`src/rtl/uart_pkg.sv`:
```
// uart_pkg: state encodings and constants shared by the UART transmitter
// and receiver.
package uart_pkg;

    typedef enum logic [2:0] {
        UART_IDLE,
        UART_START,
        UART_DATA,
        UART_PARITY,
        UART_STOP
    } uart_state_t;

    localparam int   UART_DATA_BITS  = 8;
    localparam logic UART_IDLE_LEVEL = 1'b1;

endpackage

```
`src/rtl/uart_tx_if.sv`:
```
// uart_tx_if: valid/ready byte handshake into the UART transmitter.
// The master offers bytes and the slave (uart_tx) accepts them.
interface uart_tx_if import uart_pkg::*; ();

    logic [UART_DATA_BITS-1:0] tx_data;
    logic                      tx_valid;
    logic                      tx_ready;

    modport master (
        output tx_data,
        output tx_valid,
        input  tx_ready
    );

    modport slave (
        input  tx_data,
        input  tx_valid,
        output tx_ready
    );

endinterface

```
`src/rtl/uart_baud_tick.sv`:
```
// uart_baud_tick: 16-bit bit-period counter; bit_tick marks the last
// clk of each serial bit.
module uart_baud_tick #(
    parameter int CLKS_PER_BIT = 1
) (
    input  logic clk,
    input  logic rst,
    input  logic en,
    input  logic clr,
    output logic bit_tick
);

    localparam logic [15:0] LAST = 16'(CLKS_PER_BIT - 1);

    logic [15:0] cnt;

    assign bit_tick = en && (cnt == LAST);

    always_ff @(posedge clk or posedge rst) begin
        if (rst) begin
            cnt <= '0;
        end else if (clr) begin
            cnt <= '0;
        end else if (en) begin
            cnt <= bit_tick ? 16'd0 : cnt + 16'd1;
        end
    end

endmodule

```
`src/rtl/uart_tx.sv`:
```
// uart_tx: 8N1/8N2 UART transmitter with valid/ready byte input.
// Define UART_TX_PARITY_EN to add an even parity bit after the data.
module uart_tx import uart_pkg::*; #(
    parameter int CLKS_PER_BIT = 1,
    parameter int STOP_BITS    = 1
) (
    input  logic      clk,
    input  logic      rst,
    uart_tx_if.slave  up,
    output logic      tx,
    output logic      tx_done
);

    localparam logic [2:0] LAST_DATA = 3'(UART_DATA_BITS - 1);
    localparam logic [2:0] LAST_STOP = 3'(STOP_BITS - 1);

    uart_state_t state, state_d;
    logic [2:0]  idx, idx_d;
    logic [7:0]  sh, sh_d;
    logic        tx_d;
    logic        bit_tick;
    logic        accept;
`ifdef UART_TX_PARITY_EN
    logic        par, par_d;
`endif

    assign accept  = up.tx_valid && up.tx_ready;
    assign tx_done = (state == UART_STOP) && bit_tick
                     && (idx == LAST_STOP);
    // Ready in the final stop clk lets frames run with no idle gap.
    assign up.tx_ready = (state == UART_IDLE) || tx_done;

    uart_baud_tick #(
        .CLKS_PER_BIT(CLKS_PER_BIT)
    ) u_baud (
        .clk      (clk),
        .rst      (rst),
        .en       (state != UART_IDLE),
        .clr      (accept),
        .bit_tick (bit_tick)
    );

    always_ff @(posedge clk or posedge rst) begin
        if (rst) begin
            state <= UART_IDLE;
            idx   <= '0;
            sh    <= '0;
            tx    <= UART_IDLE_LEVEL;
`ifdef UART_TX_PARITY_EN
            par   <= 1'b0;
`endif
        end else begin
            state <= state_d;
            idx   <= idx_d;
            sh    <= sh_d;
            tx    <= tx_d;
`ifdef UART_TX_PARITY_EN
            par   <= par_d;
`endif
        end
    end

    always_comb begin
        state_d = state;
        idx_d   = idx;
        sh_d    = sh;
        tx_d    = tx;
`ifdef UART_TX_PARITY_EN
        par_d   = par;
`endif
        unique case (state)
            UART_IDLE: begin
                if (accept) begin
                    state_d = UART_START;
                    sh_d    = up.tx_data;
                    idx_d   = '0;
                    tx_d    = 1'b0;
                end
            end
            UART_START: begin
                if (bit_tick) begin
                    state_d = UART_DATA;
                    tx_d    = sh[0];
`ifdef UART_TX_PARITY_EN
                    par_d   = sh[0];
`endif
                end
            end
            UART_DATA: begin
                if (bit_tick) begin
                    if (idx == LAST_DATA) begin
                        idx_d = '0;
`ifdef UART_TX_PARITY_EN
                        state_d = UART_PARITY;
                        tx_d    = par;
`else
                        state_d = UART_STOP;
                        tx_d    = UART_IDLE_LEVEL;
`endif
                    end else begin
                        idx_d = idx + 3'd1;
                        sh_d  = {1'b0, sh[7:1]};
                        tx_d  = sh[1];
`ifdef UART_TX_PARITY_EN
                        par_d = par ^ sh[1];
`endif
                    end
                end
            end
`ifdef UART_TX_PARITY_EN
            UART_PARITY: begin
                if (bit_tick) begin
                    state_d = UART_STOP;
                    idx_d   = '0;
                    tx_d    = UART_IDLE_LEVEL;
                end
            end
`endif
            UART_STOP: begin
                if (bit_tick) begin
                    if (idx == LAST_STOP) begin
                        if (accept) begin
                            state_d = UART_START;
                            sh_d    = up.tx_data;
                            idx_d   = '0;
                            tx_d    = 1'b0;
                        end else begin
                            state_d = UART_IDLE;
                            tx_d    = UART_IDLE_LEVEL;
                        end
                    end else begin
                        idx_d = idx + 3'd1;
                    end
                end
            end
            default: begin
                state_d = UART_IDLE;
                tx_d    = UART_IDLE_LEVEL;
            end
        endcase
    end

endmodule
```
`src/flat_wrapper.sv`:
```
// flat-port wrapper written by rule: the top's interface ports become plain ports
module uart_tx_flat import uart_pkg::*;
#(
    parameter int CLKS_PER_BIT = 1,
    parameter int STOP_BITS    = 1
)
  (clk, rst, tx, tx_done, up_tx_data, up_tx_valid, up_tx_ready);
  uart_tx_if up_i ();
  input  logic clk;
  input  logic rst;
  output logic tx;
  output logic tx_done;
  input wire logic [$bits(up_i.tx_data)-1:0] up_tx_data;
  input wire logic [$bits(up_i.tx_valid)-1:0] up_tx_valid;
  output wire logic [$bits(up_i.tx_ready)-1:0] up_tx_ready;
  assign up_i.tx_data = up_tx_data;
  assign up_i.tx_valid = up_tx_valid;
  assign up_tx_ready = up_i.tx_ready;
  uart_tx #(.CLKS_PER_BIT(CLKS_PER_BIT), .STOP_BITS(STOP_BITS)) u_core (.clk(clk), .rst(rst), .up(up_i), .tx(tx), .tx_done(tx_done));
endmodule
```
`config.mk`:
```
export PLATFORM = sky130hd
export DESIGN_NAME = uart_tx_flat
export DESIGN_NICKNAME = d
export VERILOG_FILES = /design/src/rtl/uart_pkg.sv /design/src/rtl/uart_tx_if.sv /design/src/rtl/uart_baud_tick.sv /design/src/rtl/uart_tx.sv /design/src/flat_wrapper.sv
export SDC_FILE = /design/constraint.sdc
export NUM_CORES = 1
export LEC_CHECK = 0
export CAP_MARGIN = 20
export CORE_MARGIN = 3
export CORE_UTILIZATION = 35
export CTS_CLUSTER_SIZE = 20
export DETAILED_ROUTE_END_ITERATION = 16
export PLACE_DENSITY_LB_ADDON = 0.15
export SLEW_MARGIN = 20
export SYNTH_ARGS = -nofsm -noshare
export SYNTH_HDL_FRONTEND = slang
export SYNTH_HIERARCHICAL = 1
export SYNTH_SLANG_ARGS = --single-unit
```
`constraint.sdc`:
```
create_clock -name clk -period 5.8 [get_ports clk]
set_clock_uncertainty 0.1 [all_clocks]
set_input_delay 0.58 -clock clk [delete_from_list [all_inputs] [get_ports clk]]
set_output_delay 0.58 -clock clk [all_outputs]
set_load 0.1 [all_outputs]
```
==> metrics, run 1 <==
WL/cell=roughly 14 um; Least-Margin Pin Slew=0.977 ns; most frequent cells in the layout=dfrtp_1 (30), nor2_1 (21), nand2_1 (14); via count=approximately 1500; Worst-Skew Late Latency=just under 0.3 ns; most common cell after layout, fill and taps aside=dfrtp_1; register area=between 700 and 800 um2; Worst Min Path Start=u_core/sh[3]; Worst R2R Start=u_core/state[2]; FF-to-FF End=u_core/u_baud/cnt[6]; final setup fails=0; post-synthesis mux area share=0.123; final WL=between 4 and 5 mm; Post-synth EDFFs=0; Max Cap Viol=0; boundary pin count=14; CTS tree=done; CP Cell Sequence=or3_1 > or4b_4 > nor4_2 > buf_4 > nand3b_4 > a21boi_0 > clkdlybuf4s50_1; ys flop type=dfrtp_1; # hold bufs at CTS=0; die height=81.1 um; RSZ-0062 raised after global routing=false; ant diodes=0; Worst setup SP type=register; CP Data Arrival Time=roughly 3.8 ns; final setup TNS=0 ns; DR pass1 iterations=4; VDD IR-drop max=0.202 mV; post-synthesis cell area=between 1500 and 2000 um2; Mapped Nets=214; Avg Cell Area, Syn=between 9 and 10 um2; Clock Tree Buf Depth=2; TritonCTS Buffers=5; Leak=roughly 0.95 nW; Hold Crit Depth=1; GPL Wtd Cong=between 0.8 and 0.9; core region area=5270 um2; XOR/XNOR share of the synthesized area=0.0311; min Tclk post-route=4.44 ns; Hold/Removal Path Class=register to register; first-pass GRT wire length=~7 mm; largest net degree at the start of global routing=17; worst reg2reg setup slack=1.73 ns; post-cts sizing count=0; number of I/O port buffers=13; ys async rst share=1.00; DRC violations left=0; Yosys cell types=58; fin crit share=0.765; Area growth syn-to-layout=13.8%; CTS sink count=31; Compound-Gate Fraction of Synth Area=0.159; multi-input logic area=1120 um2; PD cells=approximately 440 nW/um2; Congestion Overflow GR=0; root buffer cell=clkbuf_8; H-tree levels=2; Synth Area in Adders=0.0317; Synth Register Bits=31; final-report max-slew violation count=0; Crit Path Category=register to output pin; status=complete, no violations; layout cells sized above 1=0.156; effective utilization at floorplan=0.374; Post-DP HPWL=between 2 and 3 mm; Clock Pin Slew Worst Setup and Hold Paths=around 0.070 ns; FP Rows=26; CP endpoint kind=output pin; simple-gate share of the synthesized area=0.224; maximum clock frequency=~230 MHz; final-stage net count=227; Hold Vio Cnt, Final=0; slowest stage cell on the critical path=clkdlybuf4s50_1; Max stage delay on crit path=between 1 and 1.5 ns; Critical Path Fanout Max=15; global-route usage over all layers=0.139; die width=between 80 and 90 um; Setup Buffers After CTS=0; synthesized netlist cell count=198; die outline area=approximately 6600 um2; register area share after synthesis=0.394; largest family of logic cells by synthesized area=simple AND/OR/NAND/NOR gates; routed vias/inst=roughly 5.3; synth warn=6; Hold Path Sink=u_core/sh[3]; First DRT Iteration DRCs=109; remaining antenna violation count=0; vias in the first global route=1544; Worst EP required=between 5 and 6 ns; R2R depth=10; initial antenna violation count=0; Slew HR=0.347; final core occ=0.426; fill cell count=526
-- worst max-delay path, delay by kind of cell, from the launching register on --
family | cells | cell delay [ns]
buffers and inverters | 2 | 1.38
and+or+nand+nor | 4 | 1.23
DFF | 1 | 0.65
AOI/OAI and AO/OA | 1 | 0.20
-- flip-flops by register name, indices dropped and copies added, names as in the netlist --
signal	count
u_core/tx	1
u_core/u_baud/cnt	16
u_core/state	3
u_core/idx	3
u_core/sh	8
-- per-stage QoR --
stage	hold WS, ns	setup slack, ns	area (um2)	total power [mW]	std cells
global placement	0.391	1.77	2160	0.821	274
floorplan	0.365	0.616	1970	0.740	198
finish	0.411	1.36	2250	0.995	282
global route	0.431	1.20	2250	1.07	282
detailed placement	0.394	1.67	2160	0.828	274
CTS	0.417	1.36	2250	1.00	282
-- routing by layer --
layer  GRT usage  vias to the layer above  part of all wire
li1            -                      740                 -
met1       0.186                      719              0.50
met2       0.211                       27              0.45
met3      0.0399                        7             0.036
met4      0.0557                        0             0.014
met5           0                        -                 0
-- logic make-up (layout without fill, tap and decap cells) --
family / after synthesis / count (layout)
AOI/OAI and AO/OA: 40 / 40
xor gates and xnor gates: 7 / 7
adders and majority gates: 5 / 5
and+or+nand+nor: 79 / 79
DFF: 31 / 31
muxes: 19 / 19
buffers and inverters: 17 / 31
-- worst max path at each step --
stage	slack (ns)	startpoint	cells after the start	endpoint
final	1.36	u_core/state[2]	7	up_tx_ready
after global routing	1.20	u_core/state[2]	7	up_tx_ready
after CTS	1.36	u_core/state[2]	7	up_tx_ready
after detailed placement	1.67	u_core/state[0]	7	up_tx_ready
after global placement	1.77	u_core/state[2]	7	up_tx_ready
after floorplan	0.62	u_core/state[2]	7	up_tx_ready
-- area by class of cell --
cell class / instances / share of cell area
clock buffer: 5 / 0.0306
clock inverter: 3 / 0.00891
inverter: 9 / 0.0150
multi-input combinational: 150 / 0.499
sequential: 31 / 0.346
tap: 70 / 0.0390
timing repair buffer: 14 / 0.0613
-- Yosys cell counts, drive strengths merged (3+ instances only) --
cell type,n,area (um2)
clkbuf,6,22.5
dfrtp,30,751
nand3,5,25.0
ha,5,62.6
nor2,22,85.1
nor3,6,30.0
nand2b,4,25.0
nand3b,3,35.0
nor2b,4,25.0
inv,9,33.8
mux2,18,233
or2,3,18.8
nor4,4,31.3
a31oi,5,31.3
xnor2,3,26.3
nand4,4,25.0
o21ai,8,40.0
o22ai,3,18.8
or4,3,26.3
a21oi,6,41.3
nand2,14,52.6
xor2,4,35.0
-- power by group --
part | internal, mW | switching (mW) | leakage [nW]
clock network | 0.0834 | 0.0864 | 0.0402
registers | 0.272 | 0.0611 | 0.405
logic | 0.216 | 0.276 | 0.504
total | 0.572 | 0.423 | 0.950
Note: power is estimated with default switching activity, not from simulation.
==> run 2, diff against run 1 <==
- clock period: 5.8 -> 4.4 ns (I/O delays scaled with it)
==> run 2 against run 1 <==
Net effect:
- via count is 4.5% higher
- combinational power is 34% higher
- clock power is 27% higher
- hold slack better by 0.0065 ns
- flip-flop and latch count stayed put
- final cell count is 0.35% higher
- largest cell class unchanged
- largest power group unchanged
==> metrics, run 2 (synthesis results as in run 1) <==
CP Data Arrival Time=between 3 and 4 ns; via count=1560; RSZ-0062 raised after global routing=false; largest net degree at the start of global routing=17; most frequent CP cell=nor2_1; Hold/Removal Path Class=register to register; Crit Path Category=register to register; CTS sink count=31; Setup Buffers After CTS=0; boundary pin count=14; core region area=approximately 5300 um2; CP Cell Sequence=or3_1 > or4b_4 > nor4_2 > nand3b_4 > a2111oi_4 > nor2_1 > or3b_2 > xor2_1 > nor2_1; Max stage delay on crit path=roughly 0.64 ns; GPL Wtd Cong=~0.84; Worst EP required=~4.5 ns; largest registers=u_core/u_baud/cnt x16, u_core/sh x8; fin crit share=0.833; layout cells sized above 1=0.164; status=complete, no violations; final setup TNS=0 ns; Post-DP HPWL=~3 mm; FP Rows=26; Congestion Overflow GR=0; final setup fails=0; vias in the first global route=1567; Max Cap Viol=0; Area growth syn-to-layout=13.8%; switching share of power=0.425; WL/cell=between 10 and 15 um; Clock Pin Slew Worst Setup and Hold Paths=roughly 0.07 ns; routed vias/inst=between 5 and 6; maximum clock frequency=273 MHz; Least-Margin Pin Slew=approximately 1 ns; initial antenna violation count=0; CP Depth=9; die height=81.1 um; TritonCTS Buffers=5; First DRT Iteration DRCs=between 80 and 90; Clock Tree Buf Depth=2; Logic pwr share=0.502; final WL=between 4 and 5 mm; Critical Path Fanout Max=15; post-cts sizing count=0; remaining antenna violation count=0; root buffer cell=clkbuf_8; R2R depth=9; hold_ws=0.417 ns; DR pass1 iterations=4; most common cell after layout, fill and taps aside=dfrtp_1; PD cells=around 590 nW/um2; Worst setup SP type=register; Clock Power Share=0.164; most frequent cells in the layout=dfrtp_1 (30), nor2_1 (21), nand2_1 (14); placed cell count=275; Power Internal=758 uW; Leak=approximately 0.96 nW; die width=between 80 and 90 um; ant diodes=0; Final Non-Filler Cells=between 200 and 300; # hold bufs at CTS=0; VDD IR-drop max=approximately 0.3 mV; Hold Crit Depth=1; most flop-heavy register=u_core/u_baud/cnt; slowest stage cell on the critical path=dfrtp_1; final-report max-slew violation count=0; min Tclk post-route=about 3.7 ns; number of I/O port buffers=13; Worst-Skew Late Latency=0.28 ns; final-stage net count=228; Buf/Inv on CP=0; die outline area=~6600 um2; Slew HR=0.349; Crit path max-delay family=simple AND/OR/NAND/NOR gates; first-pass GRT wire length=~7.4 mm; H-tree levels=2; net switching power=roughly 560 uW; CP endpoint kind=register; Hold Vio Cnt, Final=0; DRC violations left=0; global-route usage over all layers=0.143; effective utilization at floorplan=0.374; max reg flops=16; Reg power frac=0.334; CTS tree=done
-- run 2: layout make-up --
type / count / area, um2
Clock buffer: 6 / 72.6
Fill cell: 527 / 3030
Timing Repair Buffer: 15 / 140
Sequential cell: 31 / 777
Tap cell: 70 / 87.6
Inverter: 9 / 33.8
Clock inverter: 2 / 12.5
Multi-Input combinational cell: 150 / 1120
-- run 2: worst paths after layout --
check,end,startpoint,slack (ns)
min in group asynchronous,u_core/sh[3],rst,0.45
worst min-delay path,u_core/sh[5],u_core/sh[5],0.42
max in group asynchronous,u_core/u_baud/cnt[14],rst,3.32
worst max register to register,u_core/u_baud/cnt[6],u_core/state[2],0.73
worst min register to register,u_core/sh[5],u_core/sh[5],0.42
worst max-delay path,u_core/u_baud/cnt[6],u_core/state[2],0.73
-- run 2: power by group through the flow --
stage	Clock (mW)	Combinational [mW]	Sequential, mW
after CTS	0.226	0.664	0.438
after detailed placement	0	0.660	0.443
after global placement	0	0.654	0.443
after global routing	0.243	0.728	0.451
final	0.216	0.661	0.441
after floorplan	0	0.539	0.438
-- run 2: stage by stage --
step	util	power (mW)	instance area (um2)	worst slack, ns
floorplan	-	0.977	1970	0.0890
global placement	0.410	1.10	2160	0.817
detailed placement	0.410	1.10	2160	0.757
CTS	0.426	1.33	2240	0.718
global route	0.426	1.42	2240	0.438
finish	0.426	1.32	2240	0.733
-- run 2: layer usage --
layer | up-vias | global-route usage | wire, um
met4 | 0 | 0.0389 | 29
met1 | 767 | 0.180 | 1950
li1 | 751 | - | -
met3 | 2 | 0.0466 | 205
met5 | - | 0 | 0
met2 | 40 | 0.235 | 1930
==> run 3, diff against run 2 <==
- clock period: 4.4 -> 3.54 ns (I/O delays scaled with it)
==> run 3 against run 2 <==
Net effect:
- final cell count grew 0.71%
- clock power grew 92%
- first-iteration DRC count shrank 35%
- wire length grew 4.9%
- core utilization grew 2.2 points
- via count shrank 0.96%
- flip-flop and latch count is the same
- hold slack lost 0.045 ns
- fmax grew 14%
- setup slack lost 0.42 ns
- critical path depth is the same
- die area is the same
- largest cell class unchanged
==> metrics, run 3 (synthesis results as in run 1) <==
final-stage net count=230; DRC violations left=0; Slew HR=0.353; CP Data Arrival Time=3.28 ns; DP Worst Slack=approximately 0.36 ns; GPL Wtd Cong=about 0.85; CP endpoint kind=register; Worst setup SP type=register; min Tclk post-route=~3.2 ns; Worst-Skew Late Latency=0.28 ns; largest registers=u_core/u_baud/cnt x16, u_core/sh x8; PD cells=between 700 and 800 nW/um2; Crit Path Category=register to register; Leak=between 0.9 and 1 nW; max reg flops=16; Hold/Removal Path Class=primary input to async pin; TritonCTS Buffers=5; most flop-heavy register=u_core/u_baud/cnt; final setup fails=0; most common cell after layout, fill and taps aside=dfrtp_1; R2R depth=9; root buffer cell=clkbuf_8; number of I/O port buffers=13; CTS tree=done; die height=slightly above 80 um; Buf/Inv on CP=0; First DRT Iteration DRCs=56; Area growth syn-to-layout=19.7%; RSZ-0062 raised after global routing=false; Critical Path Fanout Max=15; Post-DP HPWL=around 3.3 mm; CP Depth=9; Max Cap Viol=0; effective utilization at floorplan=0.374; core region area=around 5300 um2; remaining antenna violation count=0; placed cell count=277; Final Non-Filler Cells=approximately 290; boundary pin count=14; DR pass1 iterations=4; first-pass GRT wire length=7.55 mm; layout cells sized above 1=0.200; Clock Pin Slew Worst Setup and Hold Paths=~0.07 ns; final setup TNS=0 ns; final worst-path setup slack=0.316 ns; Max stage delay on crit path=approximately 0.52 ns; WL/cell=approximately 15 um; Least-Margin Pin Slew=0.967 ns; Congestion Overflow GR=0; Setup Buffers After CTS=0; die outline area=6570 um2; ant diodes=0; post-cts sizing count=0; routed vias/inst=~5.4; # hold bufs at CTS=0; final WL=around 4.3 mm; via count=1545; status=complete, no violations; die width=81.1 um; initial antenna violation count=0; H-tree levels=2; maximum clock frequency=310 MHz; slowest stage cell on the critical path=dfrtp_2; vias in the first global route=between 1500 and 2000; fin crit share=0.911; most frequent cells in the layout=dfrtp_1 (27), nor2_1 (19), nand2_1 (14); Worst EP required=around 3.6 ns; CP Cell Sequence=or3_1 > or4b_4 > nor4_4 > nand3b_4 > a2111oi_4 > nor2b_1 > o41a_1 > o211a_1 > a221o_1; FP Rows=26; largest net degree at the start of global routing=17; CTS sink count=31; Crit path max-delay family=simple AND/OR/NAND/NOR gates; Clock Tree Buf Depth=2; final-report max-slew violation count=0; Hold Vio Cnt, Final=0; VDD IR-drop max=between 0.3 and 0.4 mV; global-route usage over all layers=0.149
run 3: changes by cell type in the layout (fill, tap and decap cells not counted), moves of 2 or more:
cell	before	now
dfrtp_1	30	27
buf_12	0	2
nor2_1	21	19
bufinv_16	0	2
dfrtp_2	0	3
run 3: area by class of cell:
type	count	area, um2
Fill cell	506	2910
Multi-Input combinational cell	150	1150
Sequential cell	31	781
Timing Repair Buffer	17	180
Tap cell	70	87.6
Clock buffer	6	72.6
Clock inverter	2	60.1
Inverter	9	33.8
run 3: layer usage:
metal | vias up | GRT usage | routed length, um
li1 | 756 | - | -
met1 | 762 | 0.196 | 2060
met2 | 23 | 0.242 | 2100
met3 | 4 | 0.0333 | 124
met4 | 0 | 0.0456 | 36
met5 | - | 0 | 0
run 3: path summary, 6_finish.rpt:
path                                  from                     to  slack (ns)
max                        u_core/state[1]  u_core/u_baud/cnt[15]        0.32
min                                    rst           u_core/sh[1]        0.37
max reg2reg                u_core/state[1]  u_core/u_baud/cnt[15]        0.32
min reg2reg                   u_core/sh[7]           u_core/sh[7]        0.42
max in group asynchronous              rst  u_core/u_baud/cnt[13]        2.51
min in group clk              u_core/sh[7]           u_core/sh[7]        0.42
run 3: metrics by stage:
stage                     utilization  area (um2)  hold WS [ns]  total power [mW]
after floorplan                     -        2050         0.155              1.27
after global placement          0.423        2230         0.394              1.41
after detailed placement        0.423        2230         0.396              1.43
after CTS                       0.448        2360         0.399              1.86
after global routing            0.448        2360         0.438              1.97
final                           0.448        2360         0.372              1.84
run 3: power by group:
group | switching [mW] | internal (mW)
registers | 0.0998 | 0.448
logic | 0.483 | 0.397
clock network | 0.132 | 0.281
total | 0.715 | 1.13
